File: config.mk
export PLATFORM = sky130hd
export DESIGN_NAME = duty_ramp
export DESIGN_NICKNAME = d
export VERILOG_FILES = /design/src/rtl/duty_ramp.sv
export SDC_FILE = /design/constraint.sdc
export NUM_CORES = 1
export LEC_CHECK = 0
export BUFFER_PORTS_ARGS = -buffer_cell sky130_fd_sc_hd__buf_4
export CAP_MARGIN = 10
export CORE_MARGIN = 3
export CORE_UTILIZATION = 30
export CTS_BUF_LIST = sky130_fd_sc_hd__clkbuf_8 sky130_fd_sc_hd__clkbuf_16
export DETAILED_ROUTE_END_ITERATION = 6
export SLEW_MARGIN = 30
export SYNTH_ARGS = -nofsm -noshare
export SYNTH_HDL_FRONTEND = slang
export SYNTH_SLANG_ARGS = --single-unit
File: constraint.sdc
create_clock -name clk -period 6.5 [get_ports clk]
set_input_delay 0.975 -clock clk [delete_from_list [all_inputs] [get_ports clk]]
set_output_delay 0.975 -clock clk [all_outputs]
set_load 0.1 [all_outputs]
File: src/rtl/duty_ramp.sv
// rtl/duty_ramp.sv - rate-limited duty ramp in front of an 8-bit PWM value input (optional DUTY_RAMP_BYPASS_EN)
module duty_ramp #(
    parameter int STEP_DIV = 256,
    parameter int STEP     = 1
) (
    input  logic       clk,
    input  logic       rst_n,
    input  logic [7:0] target,
    input  logic       load,
    output logic [7:0] value,
    output logic       busy,
    output logic       done
);

`ifdef DUTY_RAMP_BYPASS_EN

    // Bypass: value jumps straight to the requested duty; done marks every accepted load.
    always_ff @(posedge clk) begin
        if (!rst_n) begin
            value <= 8'd0;
            done  <= 1'b0;
        end else begin
            done <= load;
            if (load) begin
                value <= target;
            end
        end
    end

    assign busy = 1'b0;

`else

    typedef enum logic [1:0] {
        IDLE,
        RAMP_UP,
        RAMP_DOWN
    } state_t;

    // Prescaler width covers 0..STEP_DIV-1; a divide-by-2 still needs one bit.
    localparam int            PW       = (STEP_DIV > 2) ? $clog2(STEP_DIV) : 1;
    localparam logic [PW-1:0] PRESC_TC = PW'(STEP_DIV - 1);
    localparam logic [8:0]    STEP9    = 9'(STEP);

    state_t        state, state_nx;
    logic [7:0]    tgt, tgt_nx;
    logic [7:0]    value_nx;
    logic [PW-1:0] presc, presc_nx;
    logic          busy_nx;
    logic          done_nx;
    logic [8:0]    gap;
    logic [8:0]    inc;
    logic [8:0]    stepped;

    // State and output registers; reset wins over everything, including a pending load.
    always_ff @(posedge clk) begin
        if (!rst_n) begin
            state <= IDLE;
            tgt   <= 8'd0;
            value <= 8'd0;
            presc <= '0;
            busy  <= 1'b0;
            done  <= 1'b0;
        end else begin
            state <= state_nx;
            tgt   <= tgt_nx;
            value <= value_nx;
            presc <= presc_nx;
            busy  <= busy_nx;
            done  <= done_nx;
        end
    end

    // Next-state logic: a load always redirects (and suppresses a coincident step);
    // otherwise the ramp states advance value by a clamped step at prescaler terminal count.
    always_comb begin
        state_nx = state;
        tgt_nx   = tgt;
        value_nx = value;
        presc_nx = presc;
        busy_nx  = busy;
        done_nx  = 1'b0;

        // Distance to target in the current direction, 9 bits so the clamp never wraps.
        gap     = (state == RAMP_DOWN) ? ({1'b0, value} - {1'b0, tgt})
                                       : ({1'b0, tgt} - {1'b0, value});
        inc     = (gap < STEP9) ? gap : STEP9;
        stepped = (state == RAMP_DOWN) ? ({1'b0, value} - inc)
                                       : ({1'b0, value} + inc);

        if (load) begin
            tgt_nx   = target;
            presc_nx = '0;
            if (target > value) begin
                state_nx = RAMP_UP;
                busy_nx  = 1'b1;
            end else if (target < value) begin
                state_nx = RAMP_DOWN;
                busy_nx  = 1'b1;
            end else begin
                state_nx = IDLE;
                busy_nx  = 1'b0;
                done_nx  = 1'b1;
            end
        end else if (state != IDLE) begin
            if (presc == PRESC_TC) begin
                presc_nx = '0;
                value_nx = stepped[7:0];
                if (stepped == {1'b0, tgt}) begin
                    state_nx = IDLE;
                    busy_nx  = 1'b0;
                    done_nx  = 1'b1;
                end
            end else begin
                presc_nx = presc + PW'(1);
            end
        end
    end

`endif

endmodule

* Word level (Yosys, flattened, before mapping)
Index checks and enable logic that the tools add are counted.
** Operators by class
- $add $sub $neg :: 5
- Bitwise logic cells :: 2
- Muxes and demuxes :: 22
- Reductions and logical operators :: 7
- Magnitude comparators :: 3
- Equal/unequal tests :: 3
** Operators by type and width (number)
- 2-to-1 mux 9 bit :: 3
- subtractor 8 x 8 -> 9 bit :: 2
- 2-to-1 mux 1 bit :: 12
- 2-to-1 mux 2 bit :: 6
- adder 8 x 9 -> 9 bit :: 1
- == test 9 x 8 -> 1 bit :: 1
- less-than comparator 9 x 1 -> 1 bit (second input constant) :: 1
- subtractor 8 x 9 -> 9 bit :: 1
- adder 8 x 1 -> 8 bit (second input constant) :: 1
- == test 8 bit (second input constant) :: 1
- greater-than comparator 8 bit :: 1
- less-than comparator 8 bit :: 1
- 2-to-1 mux 8 bit :: 1
- nonzero test 2 bit :: 4
- AND reduction 3 bit :: 2
- == test 2 bit (second input constant) :: 1
- inverter 1 bit :: 2
- OR reduction 2 bit :: 1
** Word-level totals
- Bits in registers :: 28
- Input bits :: 11

* Depth between registers and ports, before layout
Gate-level depths: netlist of the first run.
- Depth in word-level cells :: 11
- Gate-level depth with buffers :: 19

* Least setup slack after synthesis of the first run
Ideal clock, no wire load.
- Path type :: reg2reg
- From :: reg value[1]
- To :: reg state[1]
- Path buffers :: 0
- Slack :: 0.820 ns
- Stages on the path, launching flop included :: 17
- Data required time :: 6.360 ns
- Setup time :: 0.140 ns
- Arrival :: 5.540 ns
- Period minus slack after synthesis :: 5.680 ns
- Path through :: dfxtp_1 > inv_1 > ha_1 > nor2b_1 > o2111ai_1 > o2111ai_2 > a32o_1 > or4_4 > or4_1 > ha_1 > fa_1 > nor2b_1 > o31a_1 > a2111oi_0 > a2111o_1 > nor4_1 > o211ai_1
** Between the ends
- Word-level cells in the longest chain between the ends :: 9
- Elaborated cells between the ends (all ways) :: 16
- Those cells by class :: add/sub: 4; order compare: 3; eq/ne: 1; mux: 6; reduce/logical: 2
** Ends and longest elaborated chain
- from (decl) :: RTL line 10 : output logic [7:0] value,
- from (signal assigned) :: RTL line 67 : value <= value_nx;
- subtractor 8 x 8 -> 9 bit (on tied branches) :: RTL line 86, 85
- 2-to-1 mux 9 bit :: RTL line 85 : gap = (state == RAMP_DOWN) ? ({1'b0, value} - {1'b0, tgt})
- less-than comparator 9 x 1 -> 1 bit :: RTL line 87 : inc = (gap < STEP9) ? gap : STEP9;
- 2-to-1 mux 9 bit :: RTL line 87
- adder 8 x 9 -> 9 bit / subtractor 8 x 9 -> 9 bit (equally long branches) :: RTL line 89, 88
- 2-to-1 mux 9 bit :: RTL line 88 : stepped = (state == RAMP_DOWN) ? ({1'b0, value} - inc)
- == test 9 x 8 -> 1 bit :: RTL line 109 : if (stepped == {1'b0, tgt}) begin
- nonzero test 2 bit (no line)
- AND reduction 3 bit (no line)
- to (signal assigned) :: RTL line 65 : state <= state_nx;
- to (decl) :: RTL line 45 : state_t state, state_nx;
Parallel ways exist; a longest one is shown, timed or not.
A chain may end at the register's enable or synchronous reset.

* Worst setup path in the final report of the first run
- From :: reg value[1]
- To :: reg busy
** Between the ends
- Word-level cells in the longest chain between the ends :: 9
- Elaborated cells between the ends (all ways) :: 16
- Those cells by class :: add/sub: 4; order compare: 3; eq/ne: 1; mux: 6; reduce/logical: 2
** Ends and longest elaborated chain
- subtractor 8 x 8 -> 9 bit (on tied branches) :: RTL line 86, 85
- 2-to-1 mux 9 bit :: RTL line 85
- less-than comparator 9 x 1 -> 1 bit :: RTL line 87
- 2-to-1 mux 9 bit :: RTL line 87
- adder 8 x 9 -> 9 bit / subtractor 8 x 9 -> 9 bit (equally long branches) :: RTL line 89, 88
- 2-to-1 mux 9 bit :: RTL line 88
- == test 9 x 8 -> 1 bit :: RTL line 109
- nonzero test 2 bit (no line)
- AND reduction 3 bit (no line)
- to (signal assigned) :: RTL line 69 : busy <= busy_nx;
- to (decl) :: RTL line 11 : output logic busy,
Parallel ways exist; a longest one is shown, timed or not.

==> impl_table.tex, run 1 <==
\begin{tabular}{lr}
\hline
Metric & Value \\
\hline
\multicolumn{2}{l}{\textbf{Synth}} \\
\quad Synth area leader & sky130\_fd\_sc\_hd\_\_dfxtp\_1 \\
\quad Count of cell types in the netlist & 59 \\
\quad Share of synthesized flip-flops with an asynchronous set or reset & 0\% \\
\quad Average cell area after synthesis & 8.26 sq um \\
\quad Leading post-synthesis cells by instance count & sky130\_fd\_sc\_hd\_\_ha\_1 (34), sky130\_fd\_sc\_hd\_\_nor2\_1 (33), sky130\_fd\_sc\_hd\_\_dfxtp\_1 (28), sky130\_fd\_sc\_hd\_\_inv\_1 (26), sky130\_fd\_sc\_hd\_\_nand2\_1 (21) \\
\quad Synth Flop Type & sky130\_fd\_sc\_hd\_\_dfxtp\_1 \\
\quad Cell with the most instances after synthesis & sky130\_fd\_sc\_hd\_\_ha\_1 \\
\quad Number of enable-type register cells in the synthesized netlist & 0 \\
\quad Mapped Area & 0.00271 sq mm \\
\quad Proportion of synthesized chip area in sequential cells & 20.7\% \\
\quad Gate count of the mapped netlist & 328 \\
\quad Synth warn & 0 \\
\quad Top cell type's share of synthesized area & 20.7\% \\
\quad Number of nets in the synthesized netlist & 376 \\
\quad Ranking of synthesized cells by area & sky130\_fd\_sc\_hd\_\_dfxtp\_1 (21\%), sky130\_fd\_sc\_hd\_\_ha\_1 (16\%), sky130\_fd\_sc\_hd\_\_mux2i\_1 (6.7\%) \\
\quad Count of state elements after synthesis & 28 \\
\multicolumn{2}{l}{\textbf{Layout}} \\
\quad Area used by sequential logic in the layout & 561 sq um \\
\quad Post-layout utilization of the core & 34.3\% \\
\quad Post-layout instance area & 0.00300 sq mm \\
\quad Fraction of final layout cells with drive strength greater than 1 & 11.6\% \\
\quad FILL cells & 921 \\
\quad Antenna cell count & 0 \\
\quad Non-filler cells in the finished layout & 445 \\
\quad Multi-input gate area in the final layout & 0.00198 sq mm \\
\quad P\&R area growth vs syn & 10.8\% \\
\quad Final nets & 386 \\
\multicolumn{2}{l}{\textbf{Clock tree}} \\
\quad Total of cells resized after clock tree synthesis & 0 \\
\quad Clock transition at path regs & 120 ps \\
\quad Number of buffers inserted during clock tree synthesis & 3 \\
\quad Number of clock sinks & 28 \\
\quad Clock tree from TritonCTS & built \\
\quad Level count of the clock H-tree & 1 \\
\quad Clock tree root buffer cell & sky130\_fd\_sc\_hd\_\_clkbuf\_8 \\
\quad Max Root-Sink Buffers & 2 \\
\quad Later-pin clock latency in the skew report & 290 ps \\
\quad Post-CTS repair timing setup buffer count & 0 \\
\quad Hold buffer count at cts & 0 \\
\multicolumn{2}{l}{\textbf{Timing}} \\
\quad Number of hold-slack violations in the final timing report & 0 \\
\quad Final Skew & 13.2 ps \\
\quad Fmax & 0.176 GHz \\
\quad Total negative setup slack & 0 ps \\
\quad Number of pins with negative max-slew slack in the final report & 0 \\
\quad Clock period minus worst slack & 5690 ps \\
\quad Period utilization & 87.5\% \\
\quad Number of setup violations in the final report & 0 \\
\quad Crit path setup slack, layout & 810 ps \\
\quad Normalized max-slew margin & 48.2\% \\
\quad Worst slew pin tran & 771 ps \\
\quad Unrepaired setup endpoints after global routing & false \\
\multicolumn{2}{l}{\textbf{Global route}} \\
\quad Number of antenna violations at the first check in global routing & 0 \\
\quad First-pass GRT wire length & 11200 um \\
\quad Largest net degree at the start of global routing & 22 \\
\quad Total global routing track utilization & 13.6\% \\
\quad Number of global-route vias before repair & 2261 \\
\quad Total congestion overflow & 0 \\
\multicolumn{2}{l}{\textbf{Placement}} \\
\quad Pre-CTS setup slack & 837 ps \\
\quad DP HPWL & 5490 um \\
\quad Post-place instance area & 0.00293 sq mm \\
\quad Placer's final routability congestion estimate & 0.951 \\
\quad Cells after DPL & 441 \\
\quad Number of buffers inserted by port buffering & 20 \\
\multicolumn{2}{l}{\textbf{Floorplanning}} \\
\quad Count of boundary I/O pins & 21 \\
\quad Die outline height & 101 um \\
\quad Site Rows & 34 \\
\quad Core area & 0.00876 sq mm \\
\quad Starting utilization of the core area & 30.9\% \\
\quad Floorplan die area & 0.0102 sq mm \\
\quad Die Span X & 101 um \\
\multicolumn{2}{l}{\textbf{Job}} \\
\quad \# Max-Cap Violations & 0 \\
\multicolumn{2}{l}{\textbf{Power and ir drop}} \\
\quad Power share of the combinational group & 31.0\% \\
\quad Pwr per Cell Area & 160 mW/mm\^{}2 \\
\quad Static Leakage & 0.00128 uW \\
\quad Clk pwr share & 30.5\% \\
\quad Proportion of total power due to net switching & 32.2\% \\
\quad Cell internal pwr & 325 uW \\
\quad IR Drop Worst-Case VDD & 0.114 mV \\
\quad Part of the total power dissipated in sequential elements & 38.5\% \\
\quad Net switching component of the power & 154 uW \\
\multicolumn{2}{l}{\textbf{Critical path}} \\
\quad Signal arrival time at the worst endpoint & 5830 ps \\
\quad Largest driver fanout on the critical path & 6 \\
\quad Required @ worst endpoint & 6640 ps \\
\quad Critical path endpoint category & flip-flop \\
\quad Setup crit start kind & flip-flop \\
\quad Classification of the worst setup path & reg2reg \\
\multicolumn{2}{l}{\textbf{Detailed routing}} \\
\quad Routed Antenna Nets & 0 \\
\quad Final routed wire length divided by cell count & 15.7 um \\
\quad Total via count in the routed design & 2415 \\
\quad Initial DRT Pass Iterations & 4 \\
\quad Drt initial violations & 165 \\
\quad Drc violations & 0 \\
\quad Number of vias per cell & 5.43 \\
\quad Final WL & 6980 um \\
\multicolumn{2}{l}{\textbf{Min path}} \\
\quad Min-delay worst type & reg2reg \\
\multicolumn{2}{l}{\textbf{Status}} \\
\quad Outcome & completed \\
\hline
\end{tabular}
[power by group through the flow]
stage,clock network (uW),logic (uW),registers [uW]
CTS,150,147,184
detailed placement,0,146,188
floorplan,0,111,192
finish,146,148,184
global route,158,163,185
global placement,0,145,188
[path summary, 6_finish.rpt]
kind                            endpoint  cells after the start     start  slack [ps]
worst max-delay path                busy                     16  value[1]         810
worst min-delay path                busy                      2      busy         490
worst max register to register      busy                     16  value[1]         810
worst min register to register      busy                      2      busy         490
[per-stage QoR]
step,hold WS (ps),power (uW)
floorplan,485,302
global placement,471,334
detailed placement,467,335
CTS,493,482
global route,521,506
finish,489,479
[cell usage in the layout (no fill, tap or decap), types with 4 or more instances in the layout]
cell type                   Yosys  routed
sky130_fd_sc_hd__nor2_1        33      32
sky130_fd_sc_hd__a32o_1         4       4
sky130_fd_sc_hd__o2111ai_1      5       5
sky130_fd_sc_hd__a211oi_1       9       9
sky130_fd_sc_hd__nand2b_1       4       4
sky130_fd_sc_hd__nand2_1       21      21
sky130_fd_sc_hd__or2_2          5       5
sky130_fd_sc_hd__mux2i_1       18      18
sky130_fd_sc_hd__inv_1         26      26
sky130_fd_sc_hd__xor2_1         7       7
sky130_fd_sc_hd__a21o_1         5       5
sky130_fd_sc_hd__o31a_1         4       4
sky130_fd_sc_hd__nand4_1        5       5
sky130_fd_sc_hd__buf_4          0      20
sky130_fd_sc_hd__nor2b_1        5       5
sky130_fd_sc_hd__nand3_1        4       4
sky130_fd_sc_hd__o21ai_0       11      11
sky130_fd_sc_hd__xnor2_1       12      12
sky130_fd_sc_hd__ha_1          34      34
sky130_fd_sc_hd__a21oi_1       10      10
sky130_fd_sc_hd__nor3_1         9       9
sky130_fd_sc_hd__dfxtp_1       28      28
[layer usage]
| metal | vias to the layer above | part of all wire [%] | track usage (%) |
|---|---|---|---|
| met5 | - | 0 | 0 |
| met4 | 0 | 1.2 | 2.04 |
| met3 | 8 | 4.3 | 2.35 |
| met2 | 61 | 46 | 22.0 |
| met1 | 1142 | 49 | 19.3 |
| li1 | 1204 | - | - |
[flip-flops by register name, summed over array words and instances (netlist names)]
signal / count
presc: 8
tgt: 8
value: 8
state: 2
busy: 1
done: 1
[kinds of logic (layout without fill, tap and decap cells)]
logic type / after synthesis / in the layout / share of synthesized area [%]
AO/OA/AOI/OAI: 76 / 76 / 21.1
multiplexers: 21 / 21 / 7.90
other: 1 / 1 / 0.138
adder cells (fa/ha/maj): 37 / 37 / 17.9
buffers and inverters: 42 / 51 / 6.19
AND/OR/NAND/NOR: 103 / 103 / 19.1
flip-flops: 28 / 28 / 20.7
XOR/XNOR: 20 / 20 / 6.97
[cell type report]
type | count | area share, %
clock buffer | 3 | 1.38
clock inverter | 1 | 1.00
inverter | 27 | 3.38
multi-input combinational | 258 | 66.1
sequential | 28 | 18.7
tap | 108 | 4.50
timing repair buffer | 20 | 5.00
[worst max-delay path, stage by stage, from the launching register on]
cell,delay (ps)
sky130_fd_sc_hd__dfxtp_1,490
sky130_fd_sc_hd__inv_1,210
sky130_fd_sc_hd__ha_1,340
sky130_fd_sc_hd__nor2b_1,150
sky130_fd_sc_hd__o2111ai_1,210
sky130_fd_sc_hd__o2111ai_2,240
sky130_fd_sc_hd__a32o_1,310
sky130_fd_sc_hd__or4_4,560
sky130_fd_sc_hd__or4_1,530
sky130_fd_sc_hd__ha_1,240
sky130_fd_sc_hd__fa_1,410
sky130_fd_sc_hd__nor2b_1,200
sky130_fd_sc_hd__o31a_1,230
sky130_fd_sc_hd__a2111oi_0,130
sky130_fd_sc_hd__a2111o_1,400
sky130_fd_sc_hd__nor4_1,680
sky130_fd_sc_hd__o21ai_0,200
No activity file was read; power rests on OpenSTA's default activity.
==> inputs of run 2 (changes only) <==
--- a/config.mk
+++ b/config.mk
@@ -7,10 +7,15 @@
 export LEC_CHECK = 0
 export BUFFER_PORTS_ARGS = -buffer_cell sky130_fd_sc_hd__buf_4
 export CAP_MARGIN = 10
+export CELL_PAD_IN_SITES_DETAIL_PLACEMENT = 1
+export CELL_PAD_IN_SITES_GLOBAL_PLACEMENT = 2
+export CORE_ASPECT_RATIO = 2
 export CORE_MARGIN = 3
 export CORE_UTILIZATION = 30
 export CTS_BUF_LIST = sky130_fd_sc_hd__clkbuf_8 sky130_fd_sc_hd__clkbuf_16
 export DETAILED_ROUTE_END_ITERATION = 6
+export GPL_TIMING_DRIVEN = 0
+export PLACE_DENSITY_LB_ADDON = 0.1
 export SLEW_MARGIN = 30
 export SYNTH_ARGS = -nofsm -noshare
 export SYNTH_HDL_FRONTEND = slang
==> run 2 against run 1 <==
Maximum frequency decreased by 2.4%. Critical path depth rose by 1. Flip-flop and latch count unchanged. Critical endpoint unchanged. Largest cell class unchanged. Largest power group unchanged. Highest routed layer unchanged.
==> impl_table.tex, run 2 (synthesized netlist as in run 1, its figures left out) <==
\begin{tabular}{lr}
\hline
Metric & Value \\
\hline
\multicolumn{2}{l}{\textbf{Clock tree}} \\
\quad Clock transition at path regs & 70 ps \\
\quad Post-CTS repair timing setup buffer count & 0 \\
\quad Hold buffer count at cts & 0 \\
\quad Later-pin clock latency in the skew report & 270 ps \\
\quad Number of buffers inserted during clock tree synthesis & 3 \\
\quad Level count of the clock H-tree & 1 \\
\quad Max Root-Sink Buffers & 2 \\
\quad Clock tree root buffer cell & sky130\_fd\_sc\_hd\_\_clkbuf\_16 \\
\quad Clock tree from TritonCTS & built \\
\quad Number of clock sinks & 28 \\
\quad Total of cells resized after clock tree synthesis & 0 \\
\multicolumn{2}{l}{\textbf{Placement}} \\
\quad Placer's final routability congestion estimate & 0.815 \\
\quad Number of buffers inserted by port buffering & 19 \\
\quad DP HPWL & 7730 um \\
\quad Post-place instance area & 0.00298 sq mm \\
\quad Cells after DPL & 447 \\
\multicolumn{2}{l}{\textbf{Timing}} \\
\quad Worst slew pin tran & 867 ps \\
\quad Period utilization & 89.7\% \\
\quad Final Skew & 2.18 ps \\
\quad Number of pins with negative max-slew slack in the final report & 0 \\
\quad Normalized max-slew margin & 41.6\% \\
\quad Unrepaired setup endpoints after global routing & false \\
\quad Number of setup violations in the final report & 0 \\
\quad Total negative setup slack & 0 ps \\
\quad Number of hold-slack violations in the final timing report & 0 \\
\quad Clock period minus worst slack & 5830 ps \\
\quad Fmax & 0.172 GHz \\
\multicolumn{2}{l}{\textbf{Layout}} \\
\quad P\&R area growth vs syn & 13.2\% \\
\quad Highest-count cells in the layout ignoring fill and taps & sky130\_fd\_sc\_hd\_\_ha\_1 (34), sky130\_fd\_sc\_hd\_\_nor2\_1 (33), sky130\_fd\_sc\_hd\_\_dfxtp\_1 (28) \\
\quad Final nets & 400 \\
\quad Non-filler cells in the finished layout & 451 \\
\quad Largest registers & presc (8), tgt (8), value (8) \\
\quad Antenna cell count & 0 \\
\quad Post-layout instance area & 0.00307 sq mm \\
\quad Most common cell after layout, fill and taps aside & sky130\_fd\_sc\_hd\_\_ha\_1 \\
\quad Fraction of final layout cells with drive strength greater than 1 & 11.4\% \\
\quad Post-layout utilization of the core & 35.2\% \\
\multicolumn{2}{l}{\textbf{Detailed routing}} \\
\quad Total via count in the routed design & 2488 \\
\quad Final WL & 9170 um \\
\quad Initial DRT Pass Iterations & 4 \\
\quad Final routed wire length divided by cell count & 20.3 um \\
\quad Number of vias per cell & 5.52 \\
\quad Drt initial violations & 74 \\
\quad Routed Antenna Nets & 0 \\
\quad Drc violations & 0 \\
\multicolumn{2}{l}{\textbf{Critical path}} \\
\quad Setup crit start kind & flip-flop \\
\quad Critical path endpoint category & flip-flop \\
\quad Largest driver fanout on the critical path & 6 \\
\quad Slowest library cell on the worst path & sky130\_fd\_sc\_hd\_\_nor4\_1 \\
\quad Signal arrival time at the worst endpoint & 5960 ps \\
\quad Classification of the worst setup path & reg2reg \\
\quad Sequence of cells on the critical path & inv\_1 -> ha\_1 -> nor2b\_1 -> o2111ai\_1 -> o2111ai\_2 -> a32o\_1 -> or4\_4 -> nor4\_1 -> ha\_1 -> and2\_1 -> fa\_1 -> nor2b\_1 -> o31a\_1 -> a2111oi\_0 -> a2111o\_1 -> nor4\_1 -> o21ai\_0 \\
\quad Highest cell delay on the worst timing path & 750 ps \\
\quad Required @ worst endpoint & 6630 ps \\
\multicolumn{2}{l}{\textbf{Status}} \\
\quad Outcome & completed \\
\multicolumn{2}{l}{\textbf{Floorplanning}} \\
\quad Floorplan die area & 0.0103 sq mm \\
\quad Die outline height & 140 um \\
\quad Core area & 0.00871 sq mm \\
\quad Die Span X & 73.2 um \\
\quad Site Rows & 48 \\
\quad Count of boundary I/O pins & 21 \\
\quad Starting utilization of the core area & 31.1\% \\
\multicolumn{2}{l}{\textbf{Global route}} \\
\quad Number of antenna violations at the first check in global routing & 0 \\
\quad Number of global-route vias before repair & 2738 \\
\quad Total global routing track utilization & 18.8\% \\
\quad Largest net degree at the start of global routing & 16 \\
\quad Total congestion overflow & 0 \\
\quad First-pass GRT wire length & 14700 um \\
\multicolumn{2}{l}{\textbf{Job}} \\
\quad \# Max-Cap Violations & 0 \\
\multicolumn{2}{l}{\textbf{Min path}} \\
\quad Min-delay worst type & reg2reg \\
\multicolumn{2}{l}{\textbf{Power and ir drop}} \\
\quad Static Leakage & 0.00132 uW \\
\quad Total power of the final layout & 507 uW \\
\quad IR Drop Worst-Case VDD & 0.0888 mV \\
\quad Pwr per Cell Area & 165 mW/mm\^{}2 \\
\hline
\end{tabular}
==> run 2: critical path, delay by kind of cell (launching register included) <==
family / cells / cell delay [ps]
buffers and inverters: 1 / 200
AND/OR/NAND/NOR: 6 / 2190
adder cells (fa/ha/maj): 3 / 1050
flip-flops: 1 / 480
AO/OA/AOI/OAI: 7 / 1770
==> run 2: worst paths after layout <==
path / start / endpoint / slack [ps] / cells past startpoint
worst max-delay path: value[1] / busy / 670 / 17
worst min-delay path: busy / busy / 490 / 2
worst min register to register: busy / busy / 490 / 2
worst max register to register: value[1] / busy / 670 / 17
==> run 2: layer usage <==
layer	GRT usage (%)	part of all wire [%]	wire, um	up-vias
li1	-	-	-	1225
met2	39.0	61	5640	25
met4	5.25	1.9	170	0
met5	0	0	0	-
met1	18.6	36	3300	1227
met3	1.08	0.68	62	11
==> run 2: power by group <==
part / internal [uW] / switching [uW] / total (uW)
combinational: 67.4 / 91.6 / 159
clock: 94.8 / 68.1 / 163
sequential: 177 / 8.26 / 185
==> run 2: cell type report <==
class                   count  area (sq um)
plain buffers              15          66.3
clock buffers               4          88.8
fillers                  1066          5640
inverters                  27           101
multi-input cells         258          1980
flip-flops and latches     28           561
well taps                 100           125
repair buffers             19           143
==> run 2: metrics by stage <==
step                hold slack [ps]  setup WS [ps]
CTS                             493            569
floorplan                       485            820
global route                    546            125
global placement                469            577
detailed placement              483            564
finish                          492            670
